[src/rtl/pe_mac_vec_if.sv]
// Handshake and data bus for the vector multiply-accumulate PE.
// master: producer/consumer side (drives beats and out_ready).
// slave : the PE (drives in_ready, out_valid, out_data, acc_sat).
interface pe_mac_vec_if #(
    parameter int unsigned LANES = 4,
    parameter int unsigned A_W   = 8,
    parameter int unsigned B_W   = 8,
    parameter int unsigned OUT_W = 8
);
    logic                      in_valid;
    logic                      in_ready;
    logic [LANES*A_W-1:0]      a_vec;
    logic [LANES*B_W-1:0]      b_vec;
    logic                      in_last;
    logic                      mode_sel;
    logic                      acc_clr;
    logic                      out_valid;
    logic                      out_ready;
    logic signed [OUT_W-1:0]   out_data;
    logic                      acc_sat;

    modport master (
        output in_valid, a_vec, b_vec, in_last, mode_sel, acc_clr, out_ready,
        input  in_ready, out_valid, out_data, acc_sat
    );

    modport slave (
        input  in_valid, a_vec, b_vec, in_last, mode_sel, acc_clr, out_ready,
        output in_ready, out_valid, out_data, acc_sat
    );
endinterface

[src/rtl/pe_mac_vec.sv]
// Vector MAC processing element: LANES unsigned x signed products per beat,
// summed into a saturating accumulator; the last beat of a dot product is
// rounded, shifted, optionally ReLU'd and saturated into out_data.
// Ports:
//   clk     - work clock, rising edge
//   reset_n - asynchronous active-low reset
//   bus     - pe_mac_vec_if.slave: in_valid/in_ready/a_vec/b_vec/in_last/
//             mode_sel/acc_clr in, out_valid/out_ready/out_data/acc_sat out
module pe_mac_vec #(
    parameter int unsigned LANES = 4,
    parameter int unsigned A_W   = 8,
    parameter int unsigned B_W   = 8,
    parameter int unsigned ACC_W = 32,
    parameter int unsigned OUT_W = 8,
    parameter int unsigned SHIFT = 0
) (
    input  logic         clk,
    input  logic         reset_n,
    pe_mac_vec_if.slave  bus
);
    localparam int unsigned PW     = A_W + B_W + 1;
    localparam int unsigned SW     = PW + $clog2(LANES);
    localparam int unsigned EW     = ((ACC_W > SW) ? ACC_W : SW) + 1;
    localparam int unsigned RW     = ACC_W + 1;
    localparam int unsigned RND_SH = (SHIFT > 0) ? SHIFT - 1 : 0;

    localparam logic signed [EW-1:0] ACC_MAX = {{(EW-ACC_W+1){1'b0}}, {(ACC_W-1){1'b1}}};
    localparam logic signed [EW-1:0] ACC_MIN = {{(EW-ACC_W+1){1'b1}}, {(ACC_W-1){1'b0}}};
    localparam logic signed [RW-1:0] OUT_MAX = {{(RW-OUT_W+1){1'b0}}, {(OUT_W-1){1'b1}}};
    localparam logic signed [RW-1:0] OUT_MIN = {{(RW-OUT_W+1){1'b1}}, {(OUT_W-1){1'b0}}};
    localparam logic signed [RW-1:0] RND     = (SHIFT > 0) ? (RW'(1) << RND_SH) : RW'(0);

    logic                    w_stall;
    logic                    w_accept;
    logic                    w_s2_fire;
    logic signed [PW-1:0]    w_prod [LANES];
    logic signed [SW-1:0]    w_sum;
    logic signed [EW-1:0]    w_tot;
    logic signed [ACC_W-1:0] w_acc_nxt;
    logic                    w_clamp;
    logic signed [RW-1:0]    w_rnd;
    logic signed [RW-1:0]    w_shf;
    logic signed [RW-1:0]    w_relu;
    logic signed [OUT_W-1:0] w_out;

    logic                    r_s1_valid;
    logic                    r_s1_last;
    logic                    r_s1_mode;
    logic signed [PW-1:0]    r_prod [LANES];
    logic signed [ACC_W-1:0] r_acc;
    logic                    r_acc_sat;
    logic                    r_out_valid;
    logic signed [OUT_W-1:0] r_out_data;

    // Whole pipeline freezes while a result waits for the consumer.
    assign w_stall   = r_out_valid & ~bus.out_ready;
    assign w_accept  = bus.in_valid & ~w_stall;
    // A clear discards whatever sits in stage 1 instead of accumulating it.
    assign w_s2_fire = r_s1_valid & ~w_stall & ~bus.acc_clr;

    assign bus.in_ready  = ~w_stall;
    assign bus.out_valid = r_out_valid;
    assign bus.out_data  = r_out_data;
    assign bus.acc_sat   = r_acc_sat;

    // Lane products; activation zero-extended so it multiplies as signed.
    always_comb begin
        for (int i = 0; i < LANES; i++) begin
            w_prod[i] = PW'($signed({1'b0, bus.a_vec[i*A_W +: A_W]}))
                      * PW'($signed(bus.b_vec[i*B_W +: B_W]));
        end
    end

    // Adder tree over registered products.
    always_comb begin
        w_sum = '0;
        for (int i = 0; i < LANES; i++) begin
            w_sum = w_sum + SW'(r_prod[i]);
        end
    end

    // Saturating accumulate.
    always_comb begin
        w_tot     = EW'(r_acc) + EW'(w_sum);
        w_clamp   = 1'b0;
        w_acc_nxt = w_tot[ACC_W-1:0];
        if (w_tot > ACC_MAX) begin
            w_acc_nxt = ACC_MAX[ACC_W-1:0];
            w_clamp   = 1'b1;
        end else if (w_tot < ACC_MIN) begin
            w_acc_nxt = ACC_MIN[ACC_W-1:0];
            w_clamp   = 1'b1;
        end
    end

    // Round-half-up shift, optional ReLU, then clamp to OUT_W.
    always_comb begin
        w_rnd  = RW'(w_acc_nxt) + RND;
        w_shf  = w_rnd >>> SHIFT;
        w_relu = (r_s1_mode && w_shf[RW-1]) ? '0 : w_shf;
        if (w_relu > OUT_MAX) begin
            w_out = OUT_MAX[OUT_W-1:0];
        end else if (w_relu < OUT_MIN) begin
            w_out = OUT_MIN[OUT_W-1:0];
        end else begin
            w_out = w_relu[OUT_W-1:0];
        end
    end

    // Stage 1: product registers.
    always_ff @(posedge clk or negedge reset_n) begin
        if (!reset_n) begin
            r_s1_valid <= 1'b0;
            r_s1_last  <= 1'b0;
            r_s1_mode  <= 1'b0;
            for (int i = 0; i < LANES; i++) begin
                r_prod[i] <= '0;
            end
        end else if (bus.acc_clr || !w_stall) begin
            r_s1_valid <= w_accept;
            r_s1_last  <= bus.in_last;
            r_s1_mode  <= bus.mode_sel;
            r_prod     <= w_prod;
        end
    end

    // Stage 2: accumulator and sticky saturation flag.
    always_ff @(posedge clk or negedge reset_n) begin
        if (!reset_n) begin
            r_acc     <= '0;
            r_acc_sat <= 1'b0;
        end else if (bus.acc_clr) begin
            r_acc     <= '0;
            r_acc_sat <= 1'b0;
        end else if (w_s2_fire) begin
            if (r_s1_last) begin
                r_acc     <= '0;
                r_acc_sat <= 1'b0;
            end else begin
                r_acc     <= w_acc_nxt;
                r_acc_sat <= r_acc_sat | w_clamp;
            end
        end
    end

    // Output register; a new result may replace one being consumed.
    always_ff @(posedge clk or negedge reset_n) begin
        if (!reset_n) begin
            r_out_valid <= 1'b0;
            r_out_data  <= '0;
        end else if (w_s2_fire && r_s1_last) begin
            r_out_valid <= 1'b1;
            r_out_data  <= w_out;
        end else if (r_out_valid && bus.out_ready) begin
            r_out_valid <= 1'b0;
        end
    end
endmodule
[src/flat_wrapper.sv]
// flat-port wrapper written by rule: the top's interface ports become plain ports
module pe_mac_vec_flat 
#(
    parameter int unsigned LANES = 4,
    parameter int unsigned A_W   = 8,
    parameter int unsigned B_W   = 8,
    parameter int unsigned ACC_W = 32,
    parameter int unsigned OUT_W = 8,
    parameter int unsigned SHIFT = 0
)
  (clk, reset_n, bus_in_valid, bus_a_vec, bus_b_vec, bus_in_last, bus_mode_sel, bus_acc_clr, bus_out_ready, bus_in_ready, bus_out_valid, bus_out_data, bus_acc_sat);
  pe_mac_vec_if #(.LANES(LANES), .A_W(A_W), .B_W(B_W), .OUT_W(OUT_W)) bus_i ();
  input  logic clk;
  input  logic reset_n;
  input wire logic [$bits(bus_i.in_valid)-1:0] bus_in_valid;
  input wire logic [$bits(bus_i.a_vec)-1:0] bus_a_vec;
  input wire logic [$bits(bus_i.b_vec)-1:0] bus_b_vec;
  input wire logic [$bits(bus_i.in_last)-1:0] bus_in_last;
  input wire logic [$bits(bus_i.mode_sel)-1:0] bus_mode_sel;
  input wire logic [$bits(bus_i.acc_clr)-1:0] bus_acc_clr;
  input wire logic [$bits(bus_i.out_ready)-1:0] bus_out_ready;
  output wire logic [$bits(bus_i.in_ready)-1:0] bus_in_ready;
  output wire logic [$bits(bus_i.out_valid)-1:0] bus_out_valid;
  output wire logic [$bits(bus_i.out_data)-1:0] bus_out_data;
  output wire logic [$bits(bus_i.acc_sat)-1:0] bus_acc_sat;
  assign bus_i.in_valid = bus_in_valid;
  assign bus_i.a_vec = bus_a_vec;
  assign bus_i.b_vec = bus_b_vec;
  assign bus_i.in_last = bus_in_last;
  assign bus_i.mode_sel = bus_mode_sel;
  assign bus_i.acc_clr = bus_acc_clr;
  assign bus_i.out_ready = bus_out_ready;
  assign bus_in_ready = bus_i.in_ready;
  assign bus_out_valid = bus_i.out_valid;
  assign bus_out_data = bus_i.out_data;
  assign bus_acc_sat = bus_i.acc_sat;
  pe_mac_vec #(.LANES(LANES), .A_W(A_W), .B_W(B_W), .ACC_W(ACC_W), .OUT_W(OUT_W), .SHIFT(SHIFT)) u_core (.clk(clk), .reset_n(reset_n), .bus(bus_i));
endmodule
[config.mk]
export PLATFORM = sky130hd
export DESIGN_NAME = pe_mac_vec_flat
export DESIGN_NICKNAME = d
export VERILOG_FILES = /design/src/rtl/pe_mac_vec_if.sv /design/src/rtl/pe_mac_vec.sv /design/src/flat_wrapper.sv
export SDC_FILE = /design/constraint.sdc
export NUM_CORES = 1
export LEC_CHECK = 0
export ABC_CLOCK_PERIOD_IN_PS = 7450
export CORE_MARGIN = 4
export CORE_UTILIZATION = 48
export DETAILED_ROUTE_END_ITERATION = 7
export GPL_ROUTABILITY_DRIVEN = 1
export PLACE_DENSITY = 0.68
export SETUP_SLACK_MARGIN = 0.02
export SLEW_MARGIN = 10
export SYNTH_ARGS = -nofsm -noshare
export SYNTH_HDL_FRONTEND = slang
export SYNTH_SLANG_ARGS = --single-unit
[constraint.sdc]
create_clock -name clk -period 7.45 [get_ports clk]
set_input_delay 1.8625 -clock clk [delete_from_list [all_inputs] [get_ports clk]]
set_output_delay 1.8625 -clock clk [all_outputs]
set_load 0.02 [all_outputs]
==> implementation parameters <==
Parameter                              Value

Min path
  Worst min-delay path category ... register to register
  Hold Crit Start ... u_core.r_prod[61]

Floorplan
  Die Ht ... 202 um
  Number of rows in the core area ... 70
  Count of pins on the block boundary ... 82
  Die Outline Area ... 40900 um2
  Die X ... 202 um
  Placeable core region ... 36900 um2
  Effective utilization at floorplan ... 0.491

GRT
  Overall routing resource usage ... 0.213
  Number of antenna violations at the first check in global routing ... 0
  Wire length of the first global-routing pass ... 72200 um
  Pin count of the biggest net entering global routing ... 60
  Via count of the first global-routing pass ... 14600
  Remaining global-route overflow ... 0

Worst setup path
  CP endpoint kind ... register
  Arrival time reported for the critical path endpoint ... 6.75 ns
  Sequence of cells on the critical path ... inv_1 -> fa_1 -> inv_1 -> fa_1 -> inv_1 -> fa_1 -> inv_1 -> ha_1 -> a21o_1 -> a31oi_1 -> o221ai_1 -> a2111oi_0 -> o21bai_1 -> xnor2_1 -> and2_1 -> buf_4 -> a21oi_1 -> o21ai_0
  Worst-path cell with the longest stage delay ... fa_1
  CP Data Required Time ... 7.78 ns
  Highest cell delay on the worst timing path ... 0.67 ns
  RR Startpoint ... u_core.r_prod[16]
  Critical path's most frequent cell ... inv_1
  Critical path peak fanout ... 14
  Startpoint type of the worst setup path ... register
  Critical path startpoint ... u_core.r_prod[16]
  Critical Setup Path Class ... register to register

Clocking
  Count of hold-fix buffers inserted at cts ... 0
  TritonCTS clock tree ... built
  CTS clk-pin slew, worst paths ... 0.06 ns
  Clock buffer count from CTS ... 17
  Setup Fix Bufs, Post-CTS ... 0
  Count of clock tree sinks ... 113
  Quantity of gates resized following cts ... 0
  CTS max path bufs ... 2
  CTS H-tree depth ... 4
  Clock insertion delay at the later pin of the skew report ... 0.42 ns
  Clock root buffer master ... clkbuf_16

Finish
  Post-layout net count ... 2657
  Fraction of final layout cells sized beyond drive strength 1 ... 0.0353
  Area Overhead vs Synth ... 10.4%
  Count of antenna diodes in the layout ... 0
  Fillers ... 3383

Synth
  Netlist area before placement ... 18100 um2
  Number of flops mapped to enable cells by yosys ... 0
  Mapped Avg Cell Area ... 8.72 um2
  Commonest register cell after synthesis ... dfrtp_1
  Async set-reset flop share out of synthesis ... 1.00
  Synth warnings ... 0
  Mapped Cells ... 2075
  Synthesized flop and latch total ... 113
  Share of the yosys chip area belonging to registers ... 0.156
  Post-synth net total ... 2594
  Post-synthesis cell type count ... 85

Routing
  Routed via count ... 14100
  Routed Antenna Nets ... 0
  Residual DRC ... 0
  Ratio of routed vias to standard cells ... 5.30
  Wirelength per Cell ... 15.9 um
  Final Routed Wirelength ... 42100 um
  Number of iterations in the first detailed-routing pass ... 5
  Starting DRC count in detailed routing ... 731

Timing
  Setup Viol. Count Final ... 0
  Portion of the clock cycle consumed by the worst path in the final layout ... 0.862
  Peak Freq ... 0.156 GHz
  Final number of hold-violating endpoints ... 0
  Unrepaired setup endpoints after global routing ... false
  Worst-margin pin slew ... 1.12 ns
  Slew HR ... 0.252
  Number of max-slew violations in the final report ... 0
  Setup Skew ... 0.00919 ns
  Setup tns final ... 0 ns
  Time the worst path needs with I/O delays and setup ... 6.42 ns

Outcome
  Status ... complete, no violations

Place
  Final Wtd Congestion ... 0.934
  HPWL after detailed placement ... 34700 um
  Total of buffers placed on input and output ports ... 81

Job
  Maxcap violations ... 0
-- cells by family (layout without fill, tap and decap cells) --
logic type / after synthesis / in the layout / synth area share
multiplexers: 2 / 2 / 0.00118
flip-flops: 113 / 113 / 0.156
XOR/XNOR: 52 / 52 / 0.0262
adder cells (fa/ha/maj): 448 / 448 / 0.411
AND/OR/NAND/NOR: 573 / 573 / 0.159
AO/OA/AOI/OAI: 369 / 369 / 0.135
buffers and inverters: 518 / 594 / 0.112
-- through the flow --
stage | hold slack [ns] | setup slack, ns | utilization | instance area [um2] | cells
global placement | 0.465 | 0.733 | 0.525 | 19300 | 2623
global route | 0.498 | 0.585 | 0.542 | 20000 | 2655
CTS | 0.491 | 1.04 | 0.542 | 20000 | 2655
detailed placement | 0.477 | 0.606 | 0.525 | 19300 | 2623
finish | 0.485 | 1.03 | 0.542 | 20000 | 2655
floorplan | 0.445 | 1.63 | - | 18100 | 2075
-- synthesized netlist by cell type, drive strengths merged, types with 6 or more instances --
cell    number  area (um2)
o32ai       15         131
o211ai      10        80.1
nand4       11        68.8
a21boi      11        82.6
inv        474        1780
nand2b      29         181
a31oi        6        43.8
o31ai       19         143
buf         20         148
nand2      197         742
a22o         8        70.1
clkbuf      23        86.3
dfrtp      113        2830
nor2b       10        62.6
a21oi      104         532
o21a        10        75.1
nor2        90         338
a211o        6        52.6
a21o        21         159
a211oi      14         120
ha         205        2560
nand3       15        80.1
o21ai       99         495
and2       161        1010
fa         243        4860
and3        12        81.3
xor2        19         166
nor3        22         110
xnor2       33         308
-- path summary, 6_finish.rpt --
| path | endpoint | slack (ns) | cells after the start |
|---|---|---|---|
| max in group asynchronous | u_core.r_prod[9] | 4.72 | 2 |
| min | u_core.r_prod[61] | 0.49 | 2 |
| max reg2reg | u_core.r_acc[23] | 1.03 | 18 |
| min reg2reg | u_core.r_prod[61] | 0.49 | 2 |
| max | u_core.r_acc[23] | 1.03 | 18 |
| min in group asynchronous | u_core.r_acc[23] | 1.49 | 1 |
-- placed cells by master (no fill, tap or decap), types with 11 or more instances in the layout --
master	netlist	final
o31ai_1	19	19
a211oi_1	11	11
nor3_1	22	22
nand2_1	196	196
fa_1	243	243
clkbuf_16	0	17
nand2b_1	29	29
nand3_1	14	14
o21ai_0	76	76
a21o_1	20	20
nand4_1	11	11
o21ai_1	23	23
xnor2_1	32	32
ha_1	205	205
inv_1	474	474
clkdlybuf4s50_1	0	80
and2_1	160	160
dfrtp_1	113	113
o32ai_1	15	15
a21oi_1	101	100
xor2_1	19	19
nor2_1	90	89
-- routing by layer --
layer / global-route usage / up-vias / wire length, um
met5: 0 / - / 0
met4: 0.0453 / 0 / 843
met3: 0.0303 / 55 / 2200
met2: 0.355 / 357 / 20000
met1: 0.299 / 6933 / 19100
li1: - / 6736 / -
-- cell type report --
class,count,area [um2],share of cell area
sequential,113,2830,0.142
multi-input combinational,1444,13200,0.663
timing repair buffer,88,861,0.0431
clock inverter,13,175,0.00877
inverter,474,1780,0.0891
clock buffer,19,453,0.0227
tap,504,631,0.0316
-- critical path, delay by kind of cell (launching register included) --
| family | cells | cell delay, ns |
|---|---|---|
| compound gates | 7 | 1.62 |
| simple gates | 1 | 0.61 |
| xor+xnor | 1 | 0.60 |
| fa+ha+maj | 4 | 2.05 |
| buf+inv | 5 | 0.94 |
| flops | 1 | 0.51 |
-- state kept, by name (all words and copies together), names as in the netlist --
signal	cells
u_core.r_s1_last	1
u_core.r_acc	32
u_core.r_prod	68
u_core.bus.out_valid	1
u_core.bus.acc_sat	1
u_core.r_s1_mode	1
u_core.r_s1_valid	1
u_core.bus.out_data	8
Power is left out: the tool's default activity adds up to more than one toggle a clock period on the data nets, which glitch-free logic cannot reach.
